**src/rtl/vme_master_pkg.sv**
```systemverilog
// vme_master_pkg
// Shared definitions for the VME bus master: the transaction state
// encoding, the default A24 address modifier, the data pattern returned
// on any failed command, and the width of the per-state timeout counter.
// No ports; imported by vme_master.

package vme_master_pkg;

    typedef enum logic [2:0] {
        IDLE,
        SETUP,
        STROBE,
        RELEASE,
        DONE
    } state_t;

    // A24 non-privileged data access
    localparam logic [5:0] AM_CODE_DEFAULT = 6'h39;

    // Read data reported for timeouts, bus errors and illegal commands
    localparam logic [15:0] ERR_FILL = 16'hFFFF;

    // Width of the saturating per-state cycle counter
    localparam int unsigned TMO_W = 10;

endpackage

```
**src/rtl/vme_sync2.sv**
```systemverilog
// vme_sync2
// Two-flop synchroniser for an asynchronous active-low slave response.
// Both flops reset to 1 so a reset never looks like an asserted response.
// Ports:
//   clk  in   system clock
//   rst  in   asynchronous active-high reset
//   d    in   asynchronous input
//   q    out  synchronised output, two cycles of latency

module vme_sync2 (
    input  logic clk,
    input  logic rst,
    input  logic d,
    output logic q
);

    logic meta;

    // First flop may go metastable; the second gives it a full cycle to settle.
    always_ff @(posedge clk or posedge rst) begin
        if (rst) begin
            meta <= 1'b1;
            q    <= 1'b1;
        end else begin
            meta <= d;
            q    <= meta;
        end
    end

endmodule

```
**src/rtl/vme_master.sv**
```systemverilog
// vme_master
// Single-transaction A24/D16 VME bus master. A one-cycle command from the
// test controller launches one read or write; the master drives address,
// AM and WRITE for a setup period, asserts AS/DS, waits for DTACK or BERR
// (with timeout), releases the strobes, waits for the slave to release,
// and finally pulses a completion strobe back to the controller.
// Ports:
//   clk, rst                  clock and asynchronous active-high reset
//   vme_cmd                   one-cycle start pulse
//   vme_addr, vme_wr, vme_rd, vme_wr_data   command, sampled with vme_cmd
//   vme_cmd_rd                one-cycle completion pulse
//   vme_rd_data, vme_err      read data and error status of last command
//   busy                      command in progress
//   vme_a, vme_am, vme_as_n, vme_write_n, vme_ds_n   backplane control
//   vme_d_out, vme_d_oe, vme_d_in                    backplane data
//   vme_dtack_n, vme_berr_n   asynchronous slave responses

module vme_master
    import vme_master_pkg::*;
#(
    parameter int unsigned SETUP_CYC   = 2,
    parameter int unsigned TIMEOUT_CYC = 1023,
    parameter logic [5:0]  AM_CODE     = AM_CODE_DEFAULT
) (
    input  logic        clk,
    input  logic        rst,
    input  logic        vme_cmd,
    input  logic [22:0] vme_addr,
    input  logic        vme_wr,
    input  logic        vme_rd,
    input  logic [15:0] vme_wr_data,
    output logic        vme_cmd_rd,
    output logic [15:0] vme_rd_data,
    output logic        vme_err,
    output logic        busy,
    output logic [22:0] vme_a,
    output logic [5:0]  vme_am,
    output logic        vme_as_n,
    output logic        vme_write_n,
    output logic [1:0]  vme_ds_n,
    output logic [15:0] vme_d_out,
    output logic        vme_d_oe,
    input  logic [15:0] vme_d_in,
    input  logic        vme_dtack_n,
    input  logic        vme_berr_n
);

    // Counter values on which SETUP and the wait states end; the counter
    // reads 0 in the first cycle of each state.
    localparam logic [TMO_W-1:0] SETUP_LAST = TMO_W'(SETUP_CYC - 1);
    localparam logic [TMO_W-1:0] TMO_LAST   = TMO_W'(TIMEOUT_CYC - 1);

    state_t            state;
    state_t            next_state;
    logic [TMO_W-1:0]  cnt;
    logic              dtack_s;
    logic              berr_s;
    logic              lat_wr;

    logic              nx_wr;
    logic              nx_err;
    logic [15:0]       nx_rd_data;
    logic [22:0]       nx_a;
    logic [15:0]       nx_d_out;

    vme_sync2 u_sync_dtack (
        .clk (clk),
        .rst (rst),
        .d   (vme_dtack_n),
        .q   (dtack_s)
    );

    vme_sync2 u_sync_berr (
        .clk (clk),
        .rst (rst),
        .d   (vme_berr_n),
        .q   (berr_s)
    );

    // State register.
    always_ff @(posedge clk or posedge rst) begin
        if (rst) begin
            state <= IDLE;
        end else begin
            state <= next_state;
        end
    end

    // Next-state logic plus the next values of the latched command and the
    // status returned to the controller. BERR is tested before DTACK so a
    // simultaneous arrival reports an error.
    always_comb begin
        next_state = state;
        nx_wr      = lat_wr;
        nx_err     = vme_err;
        nx_rd_data = vme_rd_data;
        nx_a       = vme_a;
        nx_d_out   = vme_d_out;

        case (state)
            IDLE: begin
                if (vme_cmd) begin
                    nx_err = 1'b0;
                    if (vme_wr ^ vme_rd) begin
                        next_state = SETUP;
                        nx_wr      = vme_wr;
                        nx_a       = vme_addr;
                        nx_d_out   = vme_wr_data;
                    end else begin
                        next_state = DONE;
                        nx_err     = 1'b1;
                        nx_rd_data = ERR_FILL;
                    end
                end
            end
            SETUP: begin
                if (cnt == SETUP_LAST) begin
                    next_state = STROBE;
                end
            end
            STROBE: begin
                if (!berr_s) begin
                    next_state = RELEASE;
                    nx_err     = 1'b1;
                    nx_rd_data = ERR_FILL;
                end else if (!dtack_s) begin
                    next_state = RELEASE;
                    if (!lat_wr) begin
                        nx_rd_data = vme_d_in;
                    end
                end else if (cnt == TMO_LAST) begin
                    next_state = RELEASE;
                    nx_err     = 1'b1;
                    nx_rd_data = ERR_FILL;
                end
            end
            RELEASE: begin
                // A stuck slave response only ends the wait, it is not an error.
                if ((dtack_s && berr_s) || (cnt == TMO_LAST)) begin
                    next_state = DONE;
                end
            end
            DONE: begin
                next_state = IDLE;
            end
            default: begin
                next_state = IDLE;
            end
        endcase
    end

    // Per-state cycle counter: restarts on every state change, saturates.
    always_ff @(posedge clk or posedge rst) begin
        if (rst) begin
            cnt <= '0;
        end else if (next_state != state) begin
            cnt <= '0;
        end else if (cnt != '1) begin
            cnt <= cnt + 1'b1;
        end
    end

    // Registered outputs, decoded from the state being entered so that
    // the pins change in the same cycle the state does.
    always_ff @(posedge clk or posedge rst) begin
        if (rst) begin
            lat_wr      <= 1'b0;
            vme_err     <= 1'b0;
            vme_rd_data <= '0;
            vme_a       <= '0;
            vme_d_out   <= '0;
            vme_am      <= AM_CODE;
            vme_as_n    <= 1'b1;
            vme_ds_n    <= 2'b11;
            vme_write_n <= 1'b1;
            vme_d_oe    <= 1'b0;
            vme_cmd_rd  <= 1'b0;
            busy        <= 1'b0;
        end else begin
            lat_wr      <= nx_wr;
            vme_err     <= nx_err;
            vme_rd_data <= nx_rd_data;
            vme_a       <= nx_a;
            vme_d_out   <= nx_d_out;
            vme_am      <= AM_CODE;
            vme_as_n    <= (next_state != STROBE);
            vme_ds_n    <= (next_state == STROBE) ? 2'b00 : 2'b11;
            vme_write_n <= !(nx_wr && (next_state inside {SETUP, STROBE, RELEASE}));
            vme_d_oe    <= nx_wr && (next_state inside {SETUP, STROBE});
            vme_cmd_rd  <= (next_state == DONE);
            busy        <= (next_state != IDLE);
        end
    end

endmodule
```
**config.mk**
```make
export PLATFORM = sky130hd
export DESIGN_NAME = vme_master
export DESIGN_NICKNAME = d
export VERILOG_FILES = /design/src/rtl/vme_master_pkg.sv /design/src/rtl/vme_sync2.sv /design/src/rtl/vme_master.sv
export SDC_FILE = /design/constraint.sdc
export NUM_CORES = 1
export LEC_CHECK = 0
export CORE_UTILIZATION = 47
export CTS_CLUSTER_DIAMETER = 60
export DETAILED_ROUTE_END_ITERATION = 10
export GPL_TIMING_DRIVEN = 0
export PLACE_DENSITY = 0.85
export SKIP_LAST_GASP = 1
export SYNTH_ARGS = -nofsm -noshare
export SYNTH_HDL_FRONTEND = slang
export SYNTH_SLANG_ARGS = --single-unit
```
**constraint.sdc**
```tcl
create_clock -name clk -period 5.7 [get_ports clk]
set_input_delay 1.14 -clock clk [delete_from_list [all_inputs] [get_ports clk]]
set_output_delay 1.14 -clock clk [all_outputs]
set_load 0.005 [all_outputs]
```
==> impl_metrics.yaml, run 1 <==
die:
  core_mm2: 0.00683
  rows: 30
  die_h_um: 86.5
  die-area_mm2: 0.00748
  initial_core_util: 0.491
  pin_count: 131
  fp.dieW_um: 86.5
timing:
  setup_ws_ns: 2.99
  slew_violations: 0
  finalClockSkew_ns: 0.0134
  holdWs_ns: 0.360
  clock.fmax_mhz: 369
  hold_viol: 0
  rsz0062_at_grt: "no"
  finalCritPeriodShare: 0.476
  final.min_clock_period_ns: 2.71
  final.setup.tns_ns: 0
  setup_viol: 0
yosys:
  async_reset_ff_frac: 1.00
  postSynthCellCount: 253
  synth_common_cells: "dfrtp_1, mux2_2, o22a_2, nor2_1, buf_4"
  syn_area_mm2: 0.00336
  synth_top_area_frac: 0.544
  ys_types: 45
  synth_edf_count: 0
  yosysTopAreaCell: "dfrtp_1"
  yosys_register_bits: 79
  yosysMostFrequentCell: "dfrtp_1"
  synthFlopType: "dfrtp_1"
  yosysWarnings: 0
  ys_top_cells_by_area: "dfrtp_1, mux2_2, o22a_2"
  avgSynthCellArea_um2: 13.3
  seq_area_frac_synth: 0.591
route:
  wirelength_mm: 7.89
  avgRoutedWirePerCell_um: 16.0
  drtPass1Iterations: 4
  drt-initial-drc-count: 124
  drc_errors: 0
  vias: 2561
  vias_per_cell: 5.18
  ant_nets: 0
placed_design:
  dp_hpwl_mm: 5.88
  port_buffers: 124
  dp_cells: 478
  gp_congestion: 0.858
  post-place-ws_ns: 2.61
global_routing:
  grt_pass1_wl_mm: 12.4
  grt_pass1_vias: 2593
  grt_overflow_total: 0
  grt_usage: 0.218
  grt_max_degree: 53
  antenna_found_initial: 0
pwr:
  powerDensity_mw_per_mm2: 442
  peakVddDrop_mv: 0.287
  leakage_nw: 2.02
clock_tree:
  clk_pin_slew_worst_paths_ns: 0.08
  cts-htree-levels: 3
  cts_setup_buffers: 0
  cts_resized: 0
  numClockSinks: 79
  clock_tree.root_cell: "clkbuf_8"
  cts_tree: "done"
  clock_path_buffers: 2
  clk_latency_ns: 0.36
  cts_buffers: 9
  hold_buffers: 0
worst_setup_path:
  critPathKind: "in2reg"
  crit_arrival_ns: 2.95
  crit_path_end_kind: "flip-flop"
  crit_fanout: 10
  critPathLaunchType: "primary input"
  cp.required_ns: 5.94
final_layout:
  fin_cells: 494
  diodes: 0
  area_delta_synth_final_pct: 49.0
  layout-drive-gt1-share: 0.259
  fin_nets: 458
  fillers: 485
  fin_util: 0.732
run:
  cap_violations: 0
min_path:
  hold_class: "reg2reg"
run_status:
  outcome: "completed"
layer usage:
| layer | GRT usage | up-vias | wire length [µm] |
|---|---|---|---|
| met5 | 0 | - | 0 |
| met4 | 0.126 | 0 | 285 |
| met3 | 0.0495 | 22 | 501 |
| met2 | 0.377 | 112 | 4100 |
| met1 | 0.249 | 1249 | 3010 |
| li1 | - | 1178 | - |
critical path: stages:
cell and delay, ns:
clkdlybuf4s50_1 0.56, nor4b_4 0.36, nand2_1 0.29, buf_2 0.28, mux2_2 0.30
cell families after synthesis:
kind of cell / share of synthesized area
compound gates: 0.0996
fa+ha+maj: 0.0112
simple gates: 0.106
mux: 0.134
buf+inv: 0.0403
flops: 0.591
xor+xnor: 0.0157
other cells: 0.00224
path summary, 6_finish.rpt:
| kind | start | endpoint | slack, ns | depth (start not counted) |
|---|---|---|---|---|
| worst max register to register | cnt[0]$_DFFE_PP0P_ | vme_rd_data[6]$_DFFE_PP0P_ | 3.54 | 8 |
| min in group asynchronous | rst | vme_a[16]$_DFFE_PP0P_ | 1.13 | 2 |
| worst max-delay path | vme_cmd | vme_a[0]$_DFFE_PP0P_ | 2.99 | 5 |
| worst min register to register | u_sync_berr.meta$_DFF_PP1_ | u_sync_berr.q$_DFF_PP1_ | 0.36 | 0 |
| worst min-delay path | u_sync_berr.meta$_DFF_PP1_ | u_sync_berr.q$_DFF_PP1_ | 0.36 | 0 |
| max in group asynchronous | rst | u_sync_dtack.q$_DFF_PP1_ | 3.94 | 3 |
stage by stage:
stage                     total power (W)  area, µm²
after floorplan                   0.00124       3370
after global placement            0.00168       4730
after detailed placement          0.00173       4760
after CTS                         0.00222       5000
after global routing              0.00232       5000
final                             0.00221       5000
report_power, final:
part           switching [W]  leakage (nW)  internal, W
registers           0.000109         0.902     0.000750
clock network       0.000201         0.120     0.000290
logic               0.000320          1.00     0.000537
registers in the layout (all words and copies together) (netlist names), 3 cells and up:
name / cells
cnt: 10
state: 3
vme_d_out: 16
vme_a: 23
vme_rd_data: 16
cell type report:
class	instances	area [µm²]	area share
inverter	4	17.5	0.00350
multi-input combinational	155	1250	0.250
timing repair buffer	125	1270	0.254
tap	96	120	0.0240
clock inverter	6	109	0.0218
buffer	19	120	0.0240
sequential	79	1980	0.397
clock buffer	10	128	0.0255
layout by cell type (no fill, tap or decap), types with 3 or more instances in the layout:
cell type | Yosys | routed
o31ai_1 | 3 | 3
nand3b_1 | 3 | 3
mux2_2 | 39 | 39
bufinv_16 | 0 | 3
a211oi_1 | 5 | 5
inv_1 | 4 | 3
clkbuf_8 | 0 | 9
nand4_1 | 3 | 3
buf_2 | 6 | 6
ha_1 | 3 | 3
clkdlybuf4s50_1 | 0 | 124
a21oi_1 | 5 | 5
clkbuf_1 | 3 | 4
o21ai_0 | 4 | 4
buf_4 | 9 | 9
xnor2_1 | 3 | 3
nand3_1 | 7 | 7
conb_1 | 2 | 6
o22a_2 | 16 | 16
dfrtp_1 | 73 | 73
dfstp_2 | 6 | 6
nor2_1 | 15 | 15
xor2_1 | 3 | 3
nor3_1 | 6 | 6
a31oi_1 | 3 | 3
nand2_1 | 8 | 8
Note: power is estimated with default switching activity, not from simulation.
==> run 2, diff against run 1 <==
--- a/config.mk
+++ b/config.mk
@@ -5,11 +5,11 @@
 export SDC_FILE = /design/constraint.sdc
 export NUM_CORES = 1
 export LEC_CHECK = 0
-export CORE_UTILIZATION = 47
+export CORE_UTILIZATION = 39
 export CTS_CLUSTER_DIAMETER = 60
 export DETAILED_ROUTE_END_ITERATION = 10
 export GPL_TIMING_DRIVEN = 0
-export PLACE_DENSITY = 0.85
+export PLACE_DENSITY = 0.76
 export SKIP_LAST_GASP = 1
 export SYNTH_ARGS = -nofsm -noshare
 export SYNTH_HDL_FRONTEND = slang
==> constraint.sdc (replaced) <==
create_clock -name clk -period 2.2 [get_ports clk]
set_input_delay 0.44 -clock clk [delete_from_list [all_inputs] [get_ports clk]]
set_output_delay 0.44 -clock clk [all_outputs]
set_load 0.005 [all_outputs]
==> run 2 against run 1 <==
  * Sequential share of layout area decreased by 0.30 points
  * Combinational power increased to 2.6 times the previous value
  * Clock skew decreased by 0.00059 ns
  * Worst setup slack got worse by 2.9 ns
  * Hold slack got worse by 0.0028 ns
  * Critical endpoint is now vme_rd_data[7]$_DFFE_PP0P_
  * Largest power group is now combinational cells
==> impl_metrics.yaml, run 2 (synthesis results as in run 1) <==
worst_setup_path:
  path_cells: "inv_1, ha_1, nand4_1, nor3_4, a211oi_2, nor4_4, buf_4, buf_6, o22a_2"
  critPathBufInv: 3
  r2r_cells: 9
  path_delay_family: "simple AND/OR/NAND/NOR gates"
  cp.required_ns: 2.47
  crit_arrival_ns: 2.34
  crit_fanout: 10
  cp_slowest_stage_delay_ns: 0.43
  r2r-end: "vme_rd_data[7]$_DFFE_PP0P_"
  r2r_slack_ns: 0.13
  critPathLaunchType: "flip-flop"
  crit_path_end_kind: "flip-flop"
  r2r-start: "cnt[0]$_DFFE_PP0P_"
  cpMaxStageDelayCell: "dfrtp_1"
  critPathKind: "reg2reg"
placed_design:
  port_buffers: 124
  post-place-ws_ns: -0.272
  gp_congestion: 0.855
  dp_hpwl_mm: 5.51
pwr:
  p_sw_frac: 0.278
  powerDensity_mw_per_mm2: 1140
  internal_power_w: 0.00415
  leakage_nw: 2.03
  power_frac_comb: 0.394
  seqPwrFrac: 0.383
  p_switching_w: 0.00160
  peakVddDrop_mv: 0.589
  pwr-share-clk: 0.223
route:
  highest_layer: "met4"
  met3_wirelength_um: 686
  drt-initial-drc-count: 137
  vias: 2529
  vias_per_cell: 5.01
  drc_errors: 0
  ant_nets: 0
  wl_met2_mm: 3.70
  drtPass1Iterations: 4
  avgRoutedWirePerCell_um: 15.1
  wirelength_mm: 7.62
  m1WireLength_mm: 3.16
die:
  die-area_mm2: 0.00898
  pin_count: 131
  core_mm2: 0.00826
  rows: 33
  initial_core_util: 0.406
  die_h_um: 94.8
  fp.dieW_um: 94.8
global_routing:
  antenna_found_initial: 0
  grt_usage: 0.170
  grt_pass1_wl_mm: 11.7
  grt_pass1_vias: 2503
  grt_max_degree: 43
  grt_overflow_total: 0
final_layout:
  final_cell_mix: "clkdlybuf4s50_1, dfrtp_1, mux2_2, o22a_2, nor2_1"
  diodes: 0
  largestRegisters: "vme_a x23, vme_d_out x16, vme_rd_data x16"
  fin_nets: 461
  layout-drive-gt1-share: 0.268
  fin_util: 0.610
  final_common_cell: "clkdlybuf4s50_1"
  area_delta_synth_final_pct: 50.1
  regMostFlops: "vme_a"
  largest_reg_flops: 23
min_path:
  min_path_cells: 0
  hold_end: "u_sync_dtack.q$_DFF_PP1_"
  hold_class: "reg2reg"
  hold_start: "u_sync_dtack.meta$_DFF_PP1_"
run:
  cap_violations: 0
timing:
  finalClockSkew_ns: 0.0128
  setup_ws_ns: 0.130
  worst_slew_pin_slew_ns: 0.898
  final.min_clock_period_ns: 2.07
  finalCritPeriodShare: 0.941
  hold_viol: 0
  clock.fmax_mhz: 483
  setup_viol: 0
  slew_violations: 0
  slew_headroom: 0.400
clock_tree:
  clk_latency_ns: 0.34
  clk_pin_slew_worst_paths_ns: 0.08
  clock_tree.root_cell: "clkbuf_8"
  numClockSinks: 79
  cts_tree: "done"
  hold_buffers: 0
  cts_buffers: 9
  cts-htree-levels: 3
  clock_path_buffers: 2
run_status:
  outcome: "completed"
-- run 2: cell count changes in the layout (fill, tap and decap cells not counted) --
cell,delta
clkbuf_1,-1
nand2_1,-1
buf_4,+3
clkinv_2,-2
buf_12,+1
clkinvlp_4,+2
inv_4,-1
clkbuf_8,+1
nand2_2,+1
buf_16,-1
-- run 2: per-stage QoR --
| step | power (W) | area (µm²) | hold WS (ns) | cells | TNS (ns) |
|---|---|---|---|---|---|
| 6_report | 0.00575 | 5040 | 0.358 | 505 | 0 |
| 5_1_grt | 0.00608 | 5040 | 0.367 | 505 | -0.0000988 |
| 4_1_cts | 0.00576 | 5010 | 0.358 | 502 | 0 |
| 3_5_place_dp | 0.00445 | 4770 | 0.347 | 487 | -8.32 |
| 3_3_place_gp | 0.00437 | 4750 | 0.346 | 486 | -9.22 |
| 2_1_floorplan | 0.00321 | 3370 | 0.345 | 257 | 0 |
-- run 2: cell type report --
cell class	count	area, µm²
Fill cell	687	3220
Sequential cell	79	1980
Timing Repair Buffer	128	1280
Multi-Input combinational cell	155	1250
Clock buffer	10	138
Tap cell	105	131
Buffer	19	120
Clock inverter	5	106
Inverter	4	18.8
-- run 2: power by group through the flow --
stage	clock network, W	logic (W)	registers (W)
4_1_cts	0.00132	0.00224	0.00220
3_5_place_dp	0	0.00222	0.00223
2_1_floorplan	0	0.000959	0.00225
3_3_place_gp	0	0.00216	0.00220
6_report	0.00128	0.00226	0.00220
5_1_grt	0.00138	0.00244	0.00226
-- run 2: layer usage --
metal | track usage | vias up
met3 | 0.0531 | 8
met1 | 0.207 | 1237
met4 | 0.0606 | 0
met5 | 0 | -
met2 | 0.283 | 103
li1 | - | 1181
-- run 2: worst max-delay path by stage --
stage,end,slack [ns],cells past startpoint,startpoint
after global routing,vme_rd_data[7]$_DFFE_PP0P_,-0.0001,9,cnt[0]$_DFFE_PP0P_
after detailed placement,cnt[4]$_DFFE_PP0P_,-0.27,6,vme_wr
after global placement,cnt[4]$_DFFE_PP0P_,-0.22,6,vme_rd
final,vme_rd_data[7]$_DFFE_PP0P_,0.13,9,cnt[0]$_DFFE_PP0P_
after CTS,vme_rd_data[7]$_DFFE_PP0P_,0.06,8,cnt[0]$_DFFE_PP0P_
after floorplan,vme_rd_data[0]$_DFFE_PP0P_,0.37,8,cnt[0]$_DFFE_PP0P_
-- run 2: worst reg2reg max path, delay by kind of cell (launching register included) --
kind                       cells  cell delay (ns)
AOI/OAI and AO/OA              2             0.29
adders and majority gates      1             0.15
buffers and inverters          3             0.42
DFF                            1             0.43
and+or+nand+nor                3             0.72
-- run 2: what timing repair did --
| action | CTS | global route |
|---|---|---|
| gates resized for setup | 0 | 1 |
| setup buffers | 0 | 3 |
| endpoints found under the hold margin | 0 | 0 |
| setup endpoints to repair | 0 | 15 |
